--- config.mk ---
export PLATFORM = sky130hd
export DESIGN_NAME = wide_add_sequencer
export DESIGN_NICKNAME = d
export VERILOG_FILES = /design/src/rtl/wide_add_sequencer.sv
export SDC_FILE = /design/constraint.sdc
export NUM_CORES = 1
export LEC_CHECK = 0
export ABC_AREA = 1
export CAP_MARGIN = 10
export CORE_MARGIN = 2
export CORE_UTILIZATION = 50
export DETAILED_ROUTE_END_ITERATION = 10
export PLACE_DENSITY = 0.76
export SYNTH_ARGS = -nofsm -noshare
export SYNTH_HDL_FRONTEND = slang
export SYNTH_SLANG_ARGS = --single-unit
--- constraint.sdc ---
create_clock -name clk -period 6.83 [get_ports clk]
set_input_delay 1.366 -clock clk [delete_from_list [all_inputs] [get_ports clk]]
set_output_delay 1.366 -clock clk [all_outputs]
set_load 0.02 [all_outputs]
--- src/rtl/wide_add_sequencer.sv ---
// wide_add_sequencer: (N*K)-bit adder that sequences one N-bit ripple adder over K limbs, LSB limb first.
// Optional subtraction support is built only when WIDE_ADD_SUB_EN is defined.
`default_nettype none

module ripple_carry_adder #(
  parameter int N = 8
) (
  input  logic [N-1:0] a,
  input  logic [N-1:0] b,
  input  logic         cin,
  output logic [N-1:0] sum,
  output logic         cout
);
  logic [N:0] carry;

  assign carry[0] = cin;

  for (genvar i = 0; i < N; i++) begin : g_bit
    assign sum[i]     = a[i] ^ b[i] ^ carry[i];
    assign carry[i+1] = (a[i] & b[i]) | (carry[i] & (a[i] ^ b[i]));
  end

  assign cout = carry[N];
endmodule

module wide_add_sequencer #(
  parameter int N = 8,
  parameter int K = 4
) (
  input  logic           clk,
  input  logic           rst_n,
  input  logic           in_valid,
  output logic           in_ready,
  input  logic [N*K-1:0] a,
  input  logic [N*K-1:0] b,
  input  logic           cin,
  input  logic           sub,
  output logic           out_valid,
  input  logic           out_ready,
  output logic [N*K-1:0] sum,
  output logic           cout,
  output logic           busy
);
  localparam int W  = N * K;
  localparam int IW = (K > 1) ? $clog2(K) : 1;
  localparam logic [IW-1:0] LAST_IDX = IW'(K - 1);

  typedef enum logic [1:0] {
    IDLE = 2'd0,
    RUN  = 2'd1,
    DONE = 2'd2
  } state_t;

  state_t          state, state_next;
  logic [W-1:0]    a_reg, b_reg, sum_reg;
  logic            carry_reg, cout_reg;
  logic [IW-1:0]   idx;
  logic [N-1:0]    a_limb, b_limb, add_b, add_sum;
  logic            add_cout, carry_init;

  // Limb mux over the latched operands, selected by the running limb index.
  always_comb begin
    a_limb = '0;
    b_limb = '0;
    for (int i = 0; i < K; i++) begin
      if (idx == IW'(i)) begin
        a_limb = a_reg[i*N +: N];
        b_limb = b_reg[i*N +: N];
      end
    end
  end

`ifdef WIDE_ADD_SUB_EN
  logic sub_reg;

  // Subtraction is A + ~B + 1, so the incoming carry is forced to 1.
  assign add_b      = sub_reg ? ~b_limb : b_limb;
  assign carry_init = sub ? 1'b1 : cin;

  always_ff @(posedge clk) begin
    if (!rst_n) begin
      sub_reg <= 1'b0;
    end else if (state == IDLE && in_valid) begin
      sub_reg <= sub;
    end
  end
`else
  logic unused_sub;

  assign unused_sub = sub;
  assign add_b      = b_limb;
  assign carry_init = cin;
`endif

  ripple_carry_adder #(.N(N)) u_adder (
    .a    (a_limb),
    .b    (add_b),
    .cin  (carry_reg),
    .sum  (add_sum),
    .cout (add_cout)
  );

  always_ff @(posedge clk) begin
    if (!rst_n) begin
      state <= IDLE;
    end else begin
      state <= state_next;
    end
  end

  always_comb begin
    state_next = state;
    in_ready   = 1'b0;
    out_valid  = 1'b0;
    busy       = 1'b0;
    case (state)
      IDLE: begin
        in_ready = 1'b1;
        if (in_valid) state_next = RUN;
      end
      RUN: begin
        busy = 1'b1;
        if (idx == LAST_IDX) state_next = DONE;
      end
      DONE: begin
        busy      = 1'b1;
        out_valid = 1'b1;
        if (out_ready) state_next = IDLE;
      end
      default: state_next = IDLE;
    endcase
  end

  always_ff @(posedge clk) begin
    if (!rst_n) begin
      a_reg     <= '0;
      b_reg     <= '0;
      sum_reg   <= '0;
      carry_reg <= 1'b0;
      cout_reg  <= 1'b0;
      idx       <= '0;
    end else begin
      case (state)
        IDLE: begin
          if (in_valid) begin
            a_reg     <= a;
            b_reg     <= b;
            carry_reg <= carry_init;
            idx       <= '0;
          end
        end
        RUN: begin
          for (int i = 0; i < K; i++) begin
            if (idx == IW'(i)) sum_reg[i*N +: N] <= add_sum;
          end
          carry_reg <= add_cout;
          idx       <= idx + 1'b1;
          if (idx == LAST_IDX) cout_reg <= add_cout;
        end
        default: ;
      endcase
    end
  end

  assign sum  = sum_reg;
  assign cout = cout_reg;
endmodule

`default_nettype wire
## Yosys cells after proc, flatten, opt, wreduce, memory -nomap -nowiden

Index checks and enable logic that the tools add are counted.

- Add/sub/neg operators: 1
- Bitwise gates (word level): 40
- Reductions and logical operators: 11
- Equal/unequal tests: 8
- Multiplexer cells: 19

Operators by type and width:

| kind | number |
|---|---|
| 8-bit two-way mux | 8 |
| 1-bit AND | 16 |
| 1-bit bitwise XOR | 16 |
| 2-bit AND reduction | 6 |
| 2-bit two-way mux | 4 |
| 1-bit OR | 8 |
| 2-bit == test, second input constant | 3 |
| 2-bit != test, second input constant | 3 |
| 2-bit one-hot mux with 3 select lines | 1 |
| 2-bit by 1-bit == test with 1-bit output, second input constant | 2 |
| 2-bit zero test | 2 |
| 1-bit two-way mux | 4 |
| 2-bit one-hot mux with 2 select lines | 1 |
| 3-bit AND reduction | 1 |
| 2-bit by 1-bit adder with 2-bit output, second input constant | 1 |
| 1-bit one-hot mux with 2 select lines | 1 |
| 2-bit nonzero test | 1 |
| 2-bit OR reduction | 1 |

- Register bits: 102
- Input bits: 70

## Longest topological paths before layout

Gate-level depths: netlist of the first run.

- Depth after elaboration: 23
- Mapped depth: 23
- Depth with buffers taken out: 22

## Modules after synthesis

Synthesis of the first run repeated with hierarchy kept, for this count alone.

- Cell total of the unflattened synthesis: 603
- Area total of the unflattened synthesis: 4411.7 um^2

By module, submodules not included:

| module | seq. area each (um^2) | area an instance (um^2) | instances | cells each |
|---|---|---|---|---|
| wide_add_sequencer | 2042.0 | 4214.0 | 1 | 585 |
| ripple_carry_adder | 0.0 | 197.7 | 1 | 18 |

## Least setup slack after synthesis of the first run

No wires, ideal clock.

- Path kind: register to register
- Start point: register idx[0]
- End point: register sum_reg[15], in the netlist sum[15]
- Path slack: 2528 ps
- Stages on the path, launching flop included: 22
- Arrival: 4187 ps
- Period minus slack after synthesis: 4302 ps
- Buffers on the path: 2
- Setup time: 116 ps
- Data required time: 6714 ps
- Path through: dfxtp_1 -> inv_1 -> ha_1 -> buf_4 -> inv_2 -> buf_6 -> nor2_1 -> nor2_1 -> a21boi_1 -> fa_1 -> inv_1 -> fa_1 -> fa_1 -> inv_1 -> fa_1 -> fa_1 -> fa_1 -> fa_1 -> inv_1 -> fa_1 -> o21ai_0 -> nor2_1

- Word-level cells in the longest chain between the ends: 21

RTL lines:

| what | RTL line | RTL |
|---|---|---|
| start, declared | 57 | `logic [IW-1:0] idx;` |
| start signal, assigned | 157 | `idx <= idx + 1'b1;` |
| 2-bit zero test | 66 | `if (idx == IW'(i)) begin` |
| 8-bit two-way mux (4 in a row) | 66 |  |
| 1-bit bitwise XOR | 20 | `assign carry[i+1] = (a[i] & b[i]) \| (carry[i] & (a[i] ^ b[i]));` |
| 1-bit AND | 20 |  |
| 1-bit OR | 20 |  |
| 1-bit AND | 20 |  |
| 1-bit OR | 20 |  |
| 1-bit AND | 20 |  |
| (+3 left out) | -- |  |
| 1-bit AND | 20 |  |
| 1-bit OR | 20 |  |
| 1-bit AND | 20 |  |
| 1-bit OR | 20 |  |
| 1-bit AND | 20 |  |
| 1-bit OR | 20 |  |
| 1-bit bitwise XOR (*) | 19 | `assign sum[i] = a[i] ^ b[i] ^ carry[i];` |
| via add_sum[7] | 58 | `logic [N-1:0] a_limb, b_limb, add_b, add_sum;` |
| end signal, assigned by index | 154 | `if (idx == IW'(i)) sum_reg[i*N +: N] <= add_sum;` |
| end, declared | 55 | `logic [W-1:0] a_reg, b_reg, sum_reg;` |

Mark *: on every way through the listed nets, which the timed path passes. The rest lies on a longest branch.
A chain may end at the register's enable or synchronous reset.

## Worst setup path after layout of the first run

- Start point: register idx[0]
- End point: register sum_reg[31], in the netlist sum[31]

Same word-level chain as after synthesis.

==> key figures, run 1 <==
Run status
  • Status: complete, no violations

Min path
  • Worst Hold Class: reg -> reg
  • Hold_sp: b_reg[15]
  • Hold path cells: 2

Global routing
  • Vias in the first global route: about 3.6k
  • GRT Util Overall: ~22%
  • Congestion Overflow GR: 0
  • Largest net degree at the start of global routing: between 100 and 150
  • Initial antenna violation count: 0
  • Global-route wire length before repair: approximately 17,000 um

Placed design
  • I/O Buffers: approximately 100
  • Placed insts: roughly 760
  • Detail Placement HPWL: between 7000 and 8000 um
  • Routability Congestion: between 0.8 and 0.9

Timing
  • Min Tclk post-route: approximately 5 ns
  • Final period util: 72.78%
  • Worst-Margin Slew: just under 1 ns
  • Worst Clk Skew: between 0.009 and 0.01 ns
  • Fmax: around 0.20 GHz
  • Slew HR: 35.31%
  • Final hold vios: 0
  • Setup TNS Final: 0 ns
  • Slew Limit Fails: 0
  • Unrepaired setup endpoints after global routing: false
  • Final setup viols: 0

Layout
  • Final Non-Filler Cells: just under 800
  • Final nets: 750
  • P&R area growth vs syn: 25.84%
  • Share of cells above drive strength 1: approximately 8.5%
  • Final antenna diode count: 0

Setup path
  • Critical-path cell list: inv_1 -> ha_1 -> inv_2 -> nor2_1 -> nor2_1 -> a21boi_1 -> fa_1 -> inv_1 -> fa_1 -> fa_1 -> inv_1 -> fa_1 -> fa_1 -> fa_1 -> fa_1 -> inv_1 -> fa_1 -> o21ai_0 -> nor2_1
  • CP Data Required Time: around 7.1 ns
  • Critical Path Start: idx[0]
  • Max Fanout on Critical Path: 18
  • RR Startpoint: idx[0]
  • Setup crit start kind: flip-flop
  • Arrival time worst endpoint: about 5.2 ns
  • Critical path's most frequent cell: fa_1
  • Slowest Stage Delay on Critical Path: approximately 0.47 ns
  • CP Capture Type: flip-flop
  • Worst setup path class: reg -> reg
  • CP max-delay cell: fa_1
  • Worst-case reg-to-reg path depth: 19

Floorplanning
  • Row count: 34
  • Effective utilization at floorplan: 51.52%
  • Die Area: approximately 9800 um^2
  • # IOs: 106
  • Die H: between 90 and 100 um
  • Die Wd: between 90 and 100 um
  • Core Footprint: slightly below 9000 um^2

Yosys
  • Leading area contributor after synthesis: dfxtp_1
  • Synth top area share: approximately 45%
  • Seq/Total Area, Yosys: 45.45%
  • Seq cells post-synth: between 100 and 150
  • Post-Synthesis Cells: roughly 600
  • Distinct cell type count after synthesis: 25
  • Yosys warns: 0
  • Synth top area cells: dfxtp_1, nor2_1, o21ai_0
  • Mapped cell area: 4493 um^2
  • Post-Syn Area per Cell: approximately 7.7 um^2
  • Syn_nets: 671

Clock network
  • Worst-path clk slew: ~0.090 ns
  • CTS Buffer Depth: 2
  • Clock sinks: 102
  • Post-CTS Hold Buffers: 0
  • Post-CTS setup buffer count: 0
  • Post-CTS sizing: 0
  • CTS root buf: clkbuf_8
  • CTS Buf Count: 9
  • CTS tree: yes
  • H-tree depth: 3
  • Worst-Skew Late Latency: ~0.36 ns

Power
  • Static leakage: approximately 2.3 nW
  • Max VDD drop: ~0.17 mV
  • Power Density: between 300 and 400 nW/um^2

Detailed routing
  • Routed WL: between 10,000 and 15,000 um
  • DRC Markers: 0
  • Drt pass-1 iters: 5
  • Number of routed nets with antenna violations: 0
  • Vias: a little under 4k
  • Vias per std cell: approximately 5.1
  • Drt initial violations: between 100 and 150
  • WL/cell: 13.65 um

Job
  • Reported max-cap violation count: 0
worst paths after layout:
path	to	slack, ns
setup / recovery	sum[31]	1.86
hold / removal	b_reg[15]	0.46
setup reg to reg	sum[31]	1.86
hold reg to reg	b_reg[15]	0.46
cell type report:
class	count	area, um^2
tap	108	135.1
inverter	24	90.09
clock inverter	6	86.33
multi-input combinational	422	2126
sequential	102	2042
fill	781	3067
clock buffer	9	123.9
timing repair buffer	106	1051
power breakdown:
group | internal, mW | switching, mW
logic | 0.357 | 0.584
clock network | 0.204 | 0.201
registers | 0.737 | 0.0760
total | 1.30 | 0.862
worst max-delay path: cells and delay by family (launching register included):
kind,cells,cell delay [ns]
DFF,1,0.41
AOI/OAI and AO/OA,2,0.30
buffers and inverters,5,0.71
and+or+nand+nor,3,0.24
adders and majority gates,9,3.21
metrics by stage:
stage	setup slack, ns	power [mW]	util (%)	hold slack (ns)	instance area [um^2]
3_3_place_gp	2.020	1.737	62.42	0.4459	5444
5_1_grt	1.578	2.312	64.84	0.4839	5654
4_1_cts	1.882	2.171	64.84	0.4635	5654
3_5_place_dp	1.905	1.770	62.42	0.4510	5444
2_1_floorplan	2.528	1.484	-	0.4287	4493
6_report	1.859	2.159	64.84	0.4596	5654
cells in the mapped netlist:
| master | n |
|---|---|
| clkbuf_1 | 13 |
| dfxtp_1 | 102 |
| fa_1 | 8 |
| or2_0 | 1 |
| a21o_1 | 3 |
| inv_2 | 9 |
| nor2_4 | 1 |
| o21ai_1 | 37 |
| o211ai_2 | 5 |
| buf_6 | 7 |
| o21ai_2 | 2 |
| a21oi_2 | 5 |
| a21boi_1 | 4 |
| nor2_1 | 165 |
| inv_1 | 15 |
| nand3_2 | 3 |
| buf_4 | 7 |
| a21oi_1 | 40 |
| nand2_1 | 59 |
| or2_2 | 5 |
| nand3_1 | 3 |
| ha_1 | 7 |
| o21ai_0 | 65 |
| buf_2 | 11 |
| nand2_2 | 9 |
per-layer routing:
| metal | wire length [um] | part of all wire, % | GRT usage, % | vias to the layer above |
|---|---|---|---|---|
| li1 | - | - | - | 2046 |
| met1 | 4913 | 46 | 29.47 | 1781 |
| met2 | 5005 | 47 | 36.38 | 106 |
| met3 | 569 | 5.4 | 3.617 | 12 |
| met4 | 121 | 1.1 | 5.690 | 0 |
| met5 | 0 | 0 | 0 | - |
logic make-up (layout without fill, tap and decap cells):
kind of cell / Yosys count / in the layout / synth area share (%)
adder cells (fa/ha/maj): 15 / 15 / 5.514
buffers and inverters: 62 / 145 / 7.240
flip-flops: 102 / 102 / 45.45
AO/OA/AOI/OAI: 161 / 161 / 19.74
AND/OR/NAND/NOR: 246 / 246 / 22.05
layout by cell type (no fill, tap or decap):
master / instances
nand3_2: 3
buf_4: 2
buf_2: 1
nor2_1: 165
nand3_1: 3
o21ai_0: 65
o21ai_1: 37
clkbuf_8: 9
nand2_2: 9
a21boi_1: 4
clkinv_2: 2
ha_1: 7
a21oi_1: 40
or2_2: 5
a21o_1: 3
fa_1: 8
clkdlybuf4s50_1: 103
clkinvlp_4: 1
bufinv_16: 2
inv_2: 9
dfxtp_1: 102
o21ai_2: 2
o211ai_2: 5
nor2_4: 1
a21oi_2: 5
inv_6: 1
inv_1: 15
or2_0: 1
nand2_1: 59
(Power assumes the default switching activity.)
==> run 2: changes to the inputs <==
- CORE_UTILIZATION: 50 -> 45
- PLACE_DENSITY: 0.76 -> 0.72
- clock period: 6.83 -> 4.4 ns (I/O delays scaled with it)
==> run 2 against run 1 <==
Against the previous run:
- sequential power increased by 55%
- power increased by 57%
- design area increased by 3.5%
- clock skew increased by 0.0048 ns
- core utilization decreased by 4.7 points
- setup slack got worse by 1.7 ns
- non-clock buffer count increased by 15
- register-to-register slack got worse by 1.7 ns
- highest routed layer unchanged
- maximum frequency increased by 18%
==> key figures, run 2 (synthesis gave the netlist of run 1 again) <==
Clock network
  • CTS tree: yes
  • CTS Buffer Depth: 2
  • Clock sinks: approximately 100
  • H-tree depth: 3
  • CTS Buf Count: 9
  • Worst-path clk slew: 0.09 ns
  • Worst-Skew Late Latency: between 0.3 and 0.4 ns
  • CTS root buf: clkbuf_8

Detailed routing
  • Routed WL: approximately 11,000 um
  • Vias per std cell: between 4 and 5
  • Drt initial violations: 203
  • Drt pass-1 iters: 4
  • DRC Markers: 0
  • Number of routed nets with antenna violations: 0
  • WL/cell: approximately 13 um
  • Vias: about 4k

Setup path
  • Critical Path Start: idx[0]
  • Buf+Inv Stages, Crit Path: 5
  • CP Data Required Time: between 4 and 5 ns
  • RR Startpoint: idx[0]
  • Critical-path cell list: buf_4 -> ha_4 -> inv_2 -> nand2_2 -> o211ai_2 -> nand2_1 -> nand2_1 -> fa_1 -> inv_1 -> fa_2 -> fa_1 -> inv_1 -> fa_2 -> fa_2 -> fa_2 -> fa_1 -> inv_1 -> fa_2 -> o21ai_2 -> nor2_1
  • CP max-delay cell: fa_2
  • CP top delay family: adder cells
  • Critical path's most frequent cell: fa_2
  • CP Capture Type: flip-flop
  • Max Fanout on Critical Path: 5
  • Setup crit start kind: flip-flop
  • Worst setup path class: reg -> reg
  • Arrival time worst endpoint: between 4 and 5 ns
  • Slowest Stage Delay on Critical Path: between 0.4 and 0.5 ns

Power
  • Clock power share: 16.6%
  • Int Pwr: 2.002 mW
  • Switching Fraction: between 40% and 50%
  • Power Density: around 580 nW/um^2
  • Switching power: 1.384 mW
  • Combinational power share: approximately 46%
  • Max VDD drop: roughly 0.26 mV
  • Sequential power share: between 30% and 40%
  • Static leakage: about 2.4 nW
  • Total power draw: roughly 3.4 mW

Floorplanning
  • Effective utilization at floorplan: 46.18%
  • Die Wd: 103.9 um
  • # IOs: 106
  • Die H: between 100 and 150 um
  • Die Area: about 11,000 um^2
  • Core Footprint: a little under 10,000 um^2
  • Row count: 36

Timing
  • Worst-Margin Slew: between 1 and 1.5 ns
  • Final period util: between 90% and 100%
  • Final setup viols: 0
  • Setup TNS Final: 0 ns
  • Worst Clk Skew: ~0.014 ns
  • Unrepaired setup endpoints after global routing: false
  • Slew HR: around 25%
  • Final hold vios: 0
  • Min Tclk post-route: 4.212 ns
  • Slew Limit Fails: 0
  • Fmax: about 0.24 GHz

Layout
  • P&R area growth vs syn: 30.21%
  • Register cell area after layout: 2047 um^2
  • Final nets: about 770
  • Area occupied by multi-input gates: roughly 2200 um^2
  • Fin area: between 5000 and 6000 um^2
  • Commonest non-fill, non-tap cell in the layout: nor2_1
  • Share of cells above drive strength 1: about an eighth
  • Fillers: about 900
  • Final antenna diode count: 0
  • Final Non-Filler Cells: 818
  • Most frequent cells in the layout: nor2_1, clkdlybuf4s50_1, dfxtp_1, o21ai_0, nand2_1

Job
  • Reported max-cap violation count: 0

Placed design
  • I/O Buffers: ~100
  • Detail Placement HPWL: 8003 um
  • Area after DPL: approximately 5600 um^2
  • Placed insts: 800
  • Routability Congestion: 0.8297

Global routing
  • Vias in the first global route: between 3k and 4k
  • Congestion Overflow GR: 0
  • GRT Util Overall: approximately a fifth
  • Largest net degree at the start of global routing: between 80 and 90
  • Initial antenna violation count: 0
  • Global-route wire length before repair: between 15,000 and 20,000 um

Min path
  • Hold_sp: b_reg[15]
  • Worst Hold Class: reg -> reg

Run status
  • Status: complete, no violations
run 2: changes by cell type in the layout (fill, tap and decap cells not counted), sizes merged:
cell,change
inv,-1
buf,+15
clkinvlp,+2
clkbuf,+2
bufinv,-2
run 2: layout make-up:
| type | count | area share, % |
|---|---|---|
| tap | 133 | 2.844 |
| multi-input combinational | 422 | 37.38 |
| inverter | 24 | 1.604 |
| clock inverter | 5 | 0.7057 |
| clock buffer | 11 | 2.588 |
| timing repair buffer | 121 | 19.89 |
| sequential | 102 | 34.99 |
run 2: worst register-to-register path, cell delays in order (launching register included):
cell and delay [ns]:
dfxtp_4 0.38, buf_4 0.12, ha_4 0.17, inv_2 0.08
nand2_2 0.08, o211ai_2 0.07, nand2_1 0.09, nand2_1 0.09
fa_1 0.37, inv_1 0.08, fa_2 0.20, fa_1 0.17
inv_1 0.05, fa_2 0.34, fa_2 0.34, fa_2 0.34
fa_1 0.36, inv_1 0.09, fa_2 0.47, o21ai_2 0.16
nor2_1 0.05
run 2: worst paths after layout:
| kind | to | slack (ns) | cells past startpoint |
|---|---|---|---|
| max | sum[23] | 0.19 | 20 |
| min | b_reg[15] | 0.49 | 2 |
| max reg2reg | sum[23] | 0.19 | 20 |
| min reg2reg | b_reg[15] | 0.49 | 2 |
run 2: power groups by stage:
| stage | Clock, mW | Combinational [mW] | Sequential [mW] |
|---|---|---|---|
| 3_5_place_dp | 0 | 1.51 | 1.28 |
| 5_1_grt | 0.602 | 1.74 | 1.28 |
| 4_1_cts | 0.570 | 1.51 | 1.26 |
| 6_report | 0.561 | 1.56 | 1.26 |
| 3_3_place_gp | 0 | 1.46 | 1.27 |
| 2_1_floorplan | 0 | 1.00 | 1.30 |
run 2: metrics by stage:
step                      worst slack [ns]  hold WS [ns]  utilization [%]
final                               0.1881        0.4918            60.13
after global routing               0.03885        0.4995            60.13
after CTS                         0.006675        0.4888            59.26
after detailed placement           0.03365        0.4731            57.28
after global placement              0.1291        0.4583            57.28
after floorplan                    0.09768        0.4287                -
run 2: metal layers:
| metal | vias up | routed length (um) | track usage [%] |
|---|---|---|---|
| met5 | - | 0 | 0 |
| met4 | 0 | 198 | 5.792 |
| met3 | 20 | 600 | 5.514 |
| met2 | 117 | 5139 | 34.59 |
| met1 | 1840 | 4916 | 25.19 |
| li1 | 2077 | - | - |
run 2: repair_timing:
item                                    4_1_cts  5_1_grt
setup buffers                                 0        2
hold buffers                                  0        0
resized for setup                             0       23
endpoints found under the setup margin        0        5
